**src/rtl/sha1_padder_if.sv**
```systemverilog
// Purpose: bundles the word-in stream and the block-out stream of the SHA-1 padder.
// Ports: in_* = 32-bit message words from the producer; blk_* = 512-bit padded blocks
//        to the compression core; msg_bits = running message length in bits.
interface sha1_padder_if;
  logic         in_valid;
  logic         in_ready;
  logic [31:0]  in_data;
  logic         in_last;
  logic [2:0]   in_bytes;
  logic         blk_valid;
  logic         blk_ready;
  logic [511:0] blk_data;
  logic         blk_last;
  logic [63:0]  msg_bits;

  // The padder side.
  modport slave (
    input  in_valid, in_data, in_last, in_bytes, blk_ready,
    output in_ready, blk_valid, blk_data, blk_last, msg_bits
  );

  // The producer/consumer side.
  modport master (
    output in_valid, in_data, in_last, in_bytes, blk_ready,
    input  in_ready, blk_valid, blk_data, blk_last, msg_bits
  );
endinterface

```
**src/rtl/sha1_padder.sv**
```systemverilog
// Purpose: packs big-endian message words into 512-bit blocks and appends 0x80, zero fill, 64-bit length.
// Latency: full block valid 1 cycle after 16th word; final block 15-i cycles after a marker word at index i.
// Backpressure: in_ready low outside FILL; block held stable in OUT until blk_ready.
// Ports: clk, reset (sync, active low); bus = sha1_padder_if.slave (word stream in, block stream out).
module sha1_padder #(
  parameter int LEN_W = 64
) (
  input  logic              clk,
  input  logic              reset,
  sha1_padder_if.slave      bus
);

  typedef enum logic [1:0] {
    FILL   = 2'd0,
    PAD    = 2'd1,
    LEN_LO = 2'd2,
    OUT    = 2'd3
  } state_t;

  state_t            state_q, state_d;
  logic [4:0]        widx_q, widx_d;       // 0..16, 16 means block full
  logic              mark_done_q, mark_done_d;
  logic              in_msg_q, in_msg_d;   // a message has seen in_last and is still padding
  logic [LEN_W-1:0]  len_q, len_d;
  logic              blk_last_q, blk_last_d;
  logic [31:0]       words_q [16];

  logic              wr_en;
  logic [3:0]        wr_idx;
  logic [31:0]       wr_dat;

  logic              in_rdy;
  logic              in_fire;
  logic              blk_fire;
  logic [2:0]        nbytes;
  logic [31:0]       marked_word;
  logic [63:0]       len64;

  // in_ready is gated by reset so it reads 0 during the reset cycle itself.
  assign in_rdy   = (state_q == FILL) && reset;
  assign in_fire  = bus.in_valid && in_rdy;
  assign blk_fire = bus.blk_ready && (state_q == OUT);
  assign len64    = 64'(len_q);

  // Non-last words always carry 4 bytes; out-of-range counts saturate at 4.
  assign nbytes = (!bus.in_last || (bus.in_bytes > 3'd4)) ? 3'd4 : bus.in_bytes;

  // Keep the leading nbytes bytes, drop the 0x80 marker right after them.
  always_comb begin
    marked_word = bus.in_data;
    case (nbytes)
      3'd0:    marked_word = 32'h8000_0000;
      3'd1:    marked_word = {bus.in_data[31:24], 24'h80_0000};
      3'd2:    marked_word = {bus.in_data[31:16], 16'h8000};
      3'd3:    marked_word = {bus.in_data[31:8], 8'h80};
      default: marked_word = bus.in_data;
    endcase
  end

  always_comb begin
    state_d     = state_q;
    widx_d      = widx_q;
    mark_done_d = mark_done_q;
    in_msg_d    = in_msg_q;
    len_d       = len_q;
    blk_last_d  = blk_last_q;
    wr_en       = 1'b0;
    wr_idx      = widx_q[3:0];
    wr_dat      = 32'h0;

    case (state_q)
      FILL: begin
        if (in_fire) begin
          wr_en  = 1'b1;
          wr_dat = marked_word;
          widx_d = widx_q + 5'd1;
          len_d  = len_q + LEN_W'({nbytes, 3'b000});
          if (bus.in_last) begin
            mark_done_d = (nbytes != 3'd4);
            in_msg_d    = 1'b1;
            state_d     = PAD;
          end else if (widx_q == 5'd15) begin
            blk_last_d = 1'b0;
            state_d    = OUT;
          end
        end
      end

      PAD: begin
        if (widx_q == 5'd16) begin
          // Block filled before the length fits; ship it and continue in a fresh block.
          blk_last_d = 1'b0;
          state_d    = OUT;
        end else if (!mark_done_q) begin
          wr_en       = 1'b1;
          wr_dat      = 32'h8000_0000;
          mark_done_d = 1'b1;
          widx_d      = widx_q + 5'd1;
        end else if (widx_q == 5'd14) begin
          wr_en   = 1'b1;
          wr_dat  = len64[63:32];
          state_d = LEN_LO;
        end else begin
          wr_en  = 1'b1;
          wr_dat = 32'h0;
          widx_d = widx_q + 5'd1;
        end
      end

      LEN_LO: begin
        wr_en      = 1'b1;
        wr_idx     = 4'd15;
        wr_dat     = len64[31:0];
        blk_last_d = 1'b1;
        state_d    = OUT;
      end

      OUT: begin
        if (blk_fire) begin
          widx_d = 5'd0;
          if (blk_last_q) begin
            len_d       = '0;
            mark_done_d = 1'b0;
            in_msg_d    = 1'b0;
            blk_last_d  = 1'b0;
            state_d     = FILL;
          end else if (in_msg_q) begin
            state_d = PAD;
          end else begin
            state_d = FILL;
          end
        end
      end

      default: state_d = FILL;
    endcase
  end

  always_ff @(posedge clk) begin
    if (!reset) begin
      state_q     <= FILL;
      widx_q      <= 5'd0;
      mark_done_q <= 1'b0;
      in_msg_q    <= 1'b0;
      len_q       <= '0;
      blk_last_q  <= 1'b0;
      for (int i = 0; i < 16; i++) begin
        words_q[i] <= 32'h0;
      end
    end else begin
      state_q     <= state_d;
      widx_q      <= widx_d;
      mark_done_q <= mark_done_d;
      in_msg_q    <= in_msg_d;
      len_q       <= len_d;
      blk_last_q  <= blk_last_d;
      if (wr_en) begin
        words_q[wr_idx] <= wr_dat;
      end
    end
  end

  // Word 0 sits in the most significant slot.
  always_comb begin
    bus.blk_data = '0;
    for (int i = 0; i < 16; i++) begin
      bus.blk_data[511 - 32*i -: 32] = words_q[i];
    end
  end

  assign bus.in_ready  = in_rdy;
  assign bus.blk_valid = (state_q == OUT);
  assign bus.blk_last  = blk_last_q;
  assign bus.msg_bits  = len64;

endmodule

```
**src/flat_wrapper.sv**
```systemverilog
// flat-port wrapper written by rule: the top's interface ports become plain ports
module sha1_padder_flat 
#(
  parameter int LEN_W = 64
)
  (clk, reset, bus_in_valid, bus_in_data, bus_in_last, bus_in_bytes, bus_blk_ready, bus_in_ready, bus_blk_valid, bus_blk_data, bus_blk_last, bus_msg_bits);
  sha1_padder_if bus_i ();
  input  logic clk;
  input  logic reset;
  input wire logic [$bits(bus_i.in_valid)-1:0] bus_in_valid;
  input wire logic [$bits(bus_i.in_data)-1:0] bus_in_data;
  input wire logic [$bits(bus_i.in_last)-1:0] bus_in_last;
  input wire logic [$bits(bus_i.in_bytes)-1:0] bus_in_bytes;
  input wire logic [$bits(bus_i.blk_ready)-1:0] bus_blk_ready;
  output wire logic [$bits(bus_i.in_ready)-1:0] bus_in_ready;
  output wire logic [$bits(bus_i.blk_valid)-1:0] bus_blk_valid;
  output wire logic [$bits(bus_i.blk_data)-1:0] bus_blk_data;
  output wire logic [$bits(bus_i.blk_last)-1:0] bus_blk_last;
  output wire logic [$bits(bus_i.msg_bits)-1:0] bus_msg_bits;
  assign bus_i.in_valid = bus_in_valid;
  assign bus_i.in_data = bus_in_data;
  assign bus_i.in_last = bus_in_last;
  assign bus_i.in_bytes = bus_in_bytes;
  assign bus_i.blk_ready = bus_blk_ready;
  assign bus_in_ready = bus_i.in_ready;
  assign bus_blk_valid = bus_i.blk_valid;
  assign bus_blk_data = bus_i.blk_data;
  assign bus_blk_last = bus_i.blk_last;
  assign bus_msg_bits = bus_i.msg_bits;
  sha1_padder #(.LEN_W(LEN_W)) u_core (.clk(clk), .reset(reset), .bus(bus_i));
endmodule
```
**config.mk**
```make
export PLATFORM = sky130hd
export DESIGN_NAME = sha1_padder_flat
export DESIGN_NICKNAME = d
export VERILOG_FILES = /design/src/rtl/sha1_padder_if.sv /design/src/rtl/sha1_padder.sv /design/src/flat_wrapper.sv
export SDC_FILE = /design/constraint.sdc
export NUM_CORES = 1
export LEC_CHECK = 0
export CORE_AREA = 4 4 236 238
export DETAILED_ROUTE_END_ITERATION = 8
export DIE_AREA = 0 0 240 242
export HOLD_SLACK_MARGIN = 0.15
export MAX_ROUTING_LAYER = met4
export PLACE_DENSITY = 0.71
export SLEW_MARGIN = 20
export SYNTH_ARGS = -nofsm -noshare
export SYNTH_HDL_FRONTEND = slang
export SYNTH_SLANG_ARGS = --single-unit
```
**constraint.sdc**
```tcl
create_clock -name clk -period 6.8 [get_ports clk]
set_clock_uncertainty 0.2 [all_clocks]
set_input_delay 1.36 -clock clk [delete_from_list [all_inputs] [get_ports clk]]
set_output_delay 1.36 -clock clk [all_outputs]
set_load 0.005 [all_outputs]
```
==> results.cfg <==
[hold_path]
hold_path_class = reg2reg
holdPathStages = 1
hold_start = u_core.in_msg_q
whs_endpoint = u_core.in_msg_q

[timing]
post-route-min-period_ps = 4971
rsz0062_at_grt = false
tns_ps = 0
fmax_mhz = 201.2
worst_slew_pin_slew_ps = 1118
final_hold_viol_count = 0
relSlewSlack_pct = 24.93
whs_ps = 309.3
drv_slew = 0
setup_viol = 0
finalCritPeriodShare_pct = 73.10
layout_setup_ws_ps = 1829

[final_layout]
final_util_pct = 57.59
drive_gt1_share_pct = 7.241
antenna_cells = 0
syn_to_final_growth_pct = 38.53
fin_nets = 2325
fillers = 4259
finalInstanceArea_um2 = 30870

[setup_path]
required_ps = 6880
r2r_end = u_core.words_q[0][2]
startpoint_type = primary input
rrSetupSlack_ps = 2640
r2r-start = u_core.widx_q[1]
criticalPathCategory = in2reg
crit_fanout = 33
reg2regPathDepth = 9
end_kind = flip-flop
arrival_ps = 5050

[cts]
cts_hold_buf = 0
h-tree-depth = 2
clk_pin_slew_worst_paths_ps = 60
clock-root-buffer = clkbuf_16
clockBufferDepth = 3
cts_buffers = 58
cts_resized = 0
cts.sinks = 583
cts_tree = yes
cts_setup_buffers = 0
insertion_delay_ps = 600

[floorplanning]
dieArea_um2 = 58080
die_x_um = 240
die_h_um = 242
coreArea_um2 = 53600
start_util_pct = 41.57
fp-row-count = 85
io_pins = 619

[detailed_routing]
drt_wl_total_mm = 82.45
dr.pass1.iters = 7
drc = 0
wl_per_cell_um = 27.34
via_per_inst = 5.563
via_count = 16779
ant_nets = 0
drtIter0Drc = 2051

[yosys]
syn_avg_cell_area_um2 = 12.96
yosysSeqAreaShare_pct = 75.38
syn_area_um2 = 22280
ys_seq_elements = 583
ys_types = 59
netlist_instances = 1720
synth_warnings = 0
postSynth.asyncResetShare_pct = 0
synth-edff-count = 512
synth_ff_type = edfxtp_1

[global_route]
grt_max_degree = 62
antenna_found_initial = 0
grt_usage_pct = 28.18
grt_pass1_wl_mm = 115.7
grt_pass1_vias = 15993
gr-total-overflow = 0

[place]
place_area_um2 = 29030
gp_congestion = 0.9255
dp_hpwl_mm = 57.34
pre_cts_ws_ps = 1294
port_buffers = 615

[outcome]
status = complete, no violations

[pwr]
powerDensity_nw_per_um2 = 276.3
p_leak_uw = 0.01019
peakVddDrop_v = 0.0001800

[flow_run]
cap_violations = 0
[metal layers]
| metal | track usage, % | part of all wire (%) | vias up |
|---|---|---|---|
| met3 | 6.239 | 10 | 118 |
| met5 | - | 0 | - |
| met1 | 34.61 | 36 | 8361 |
| met2 | 47.48 | 51 | 1082 |
| li1 | - | - | 7218 |
| met4 | 7.333 | 3.0 | 0 |
[stage by stage]
stage               total power [uW]  cells
floorplan                       4728   1722
finish                          8529   3016
global placement                5442   2908
CTS                             8546   3016
detailed placement              5465   2908
global route                    8779   3016
[where the power goes]
part	switching (uW)	internal (uW)
registers	97.5	4080
logic	779	440
clock network	1380	1760
[flip-flops by register name, indices dropped and copies added (netlist names)]
signal / count
u_core.in_msg_q: 1
u_core.state_q: 2
u_core.mark_done_q: 1
u_core.widx_q: 5
u_core.bus.blk_last: 1
u_core.words_q: 512
u_core.bus.msg_bits: 61
[critical path, stage by stage]
cell	delay, ps
clkdlybuf4s50_1	520
buf_4	390
nand3_1	420
a2111oi_4	1040
nand3_1	190
buf_4	310
nand2_1	410
buf_4	380
[final cells by class]
type                            count  area [um^2]  share of cell area [%]
Inverter                           16        60.06                  0.1946
Multi-Input combinational cell    975         4971                   16.10
Timing Repair Buffer              638         6329                   20.50
Clock inverter                     35        301.5                  0.9769
Tap cell                          696        870.8                   2.821
Sequential cell                   583        16800                   54.41
Clock buffer                       73         1539                   4.986
[kinds of logic after synthesis]
logic type                 Yosys count  synth area share [%]
buffers and inverters              164                 2.830
AOI/OAI and AO/OA                  153                 4.700
DFF                                583                 75.38
adders and majority gates           13                0.7636
and+or+nand+nor                    784                 15.42
other                                1               0.01683
muxes                                4                0.1797
xor gates and xnor gates            18                0.7075
[placed cells by master, fill, tap and decap left out, types with 4 or more instances in the layout]
cell / count
inv_1: 16
and2_1: 6
or3_1: 20
clkinvlp_4: 5
nand2_1: 38
nand2_2: 14
clkinv_1: 12
bufinv_16: 4
nor3_1: 4
clkbuf_16: 58
a222oi_1: 26
and3_1: 6
nor2_1: 548
nand3_1: 30
buf_4: 23
clkdlybuf4s50_1: 615
o31ai_1: 22
and4_1: 7
dfxtp_1: 71
a21oi_1: 48
edfxtp_1: 512
xnor2_1: 4
clkbuf_1: 10
nand4_1: 30
mux2i_1: 4
o21ai_0: 24
nand3_2: 7
xor2_1: 14
ha_1: 12
clkinv_2: 9
or4_1: 24
or2_2: 29
[Yosys cell counts (all sizes together) (6+ instances only)]
cell type  count  area [um^2]
o31ai         22        165.2
nand4         31        200.2
edfxtp       512        15370
buf            8        45.04
or3           20        125.1
ha            12        150.1
a21oi         48        240.2
inv           16        60.06
and4           7        61.31
or4           24        180.2
or2           29        181.4
nor2         548         2057
xor2          14        122.6
nand3         37        185.2
dfxtp         71         1421
clkbuf       140        525.5
and3           6        37.54
o21ai         25        125.1
nand2         52        195.2
and2           6        37.54
a222oi        26        260.3
[worst max-delay path by stage]
stage	start	endpoint	depth (start not counted)
after global placement	reset	u_core.words_q[8][11]	7
after global routing	reset	u_core.words_q[3][28]	7
after detailed placement	reset	u_core.words_q[4][20]	7
after floorplan	reset	u_core.words_q[1][0]	7
after CTS	reset	u_core.words_q[4][11]	7
final	reset	u_core.words_q[0][2]	8
No activity file was read; power rests on OpenSTA's default activity.
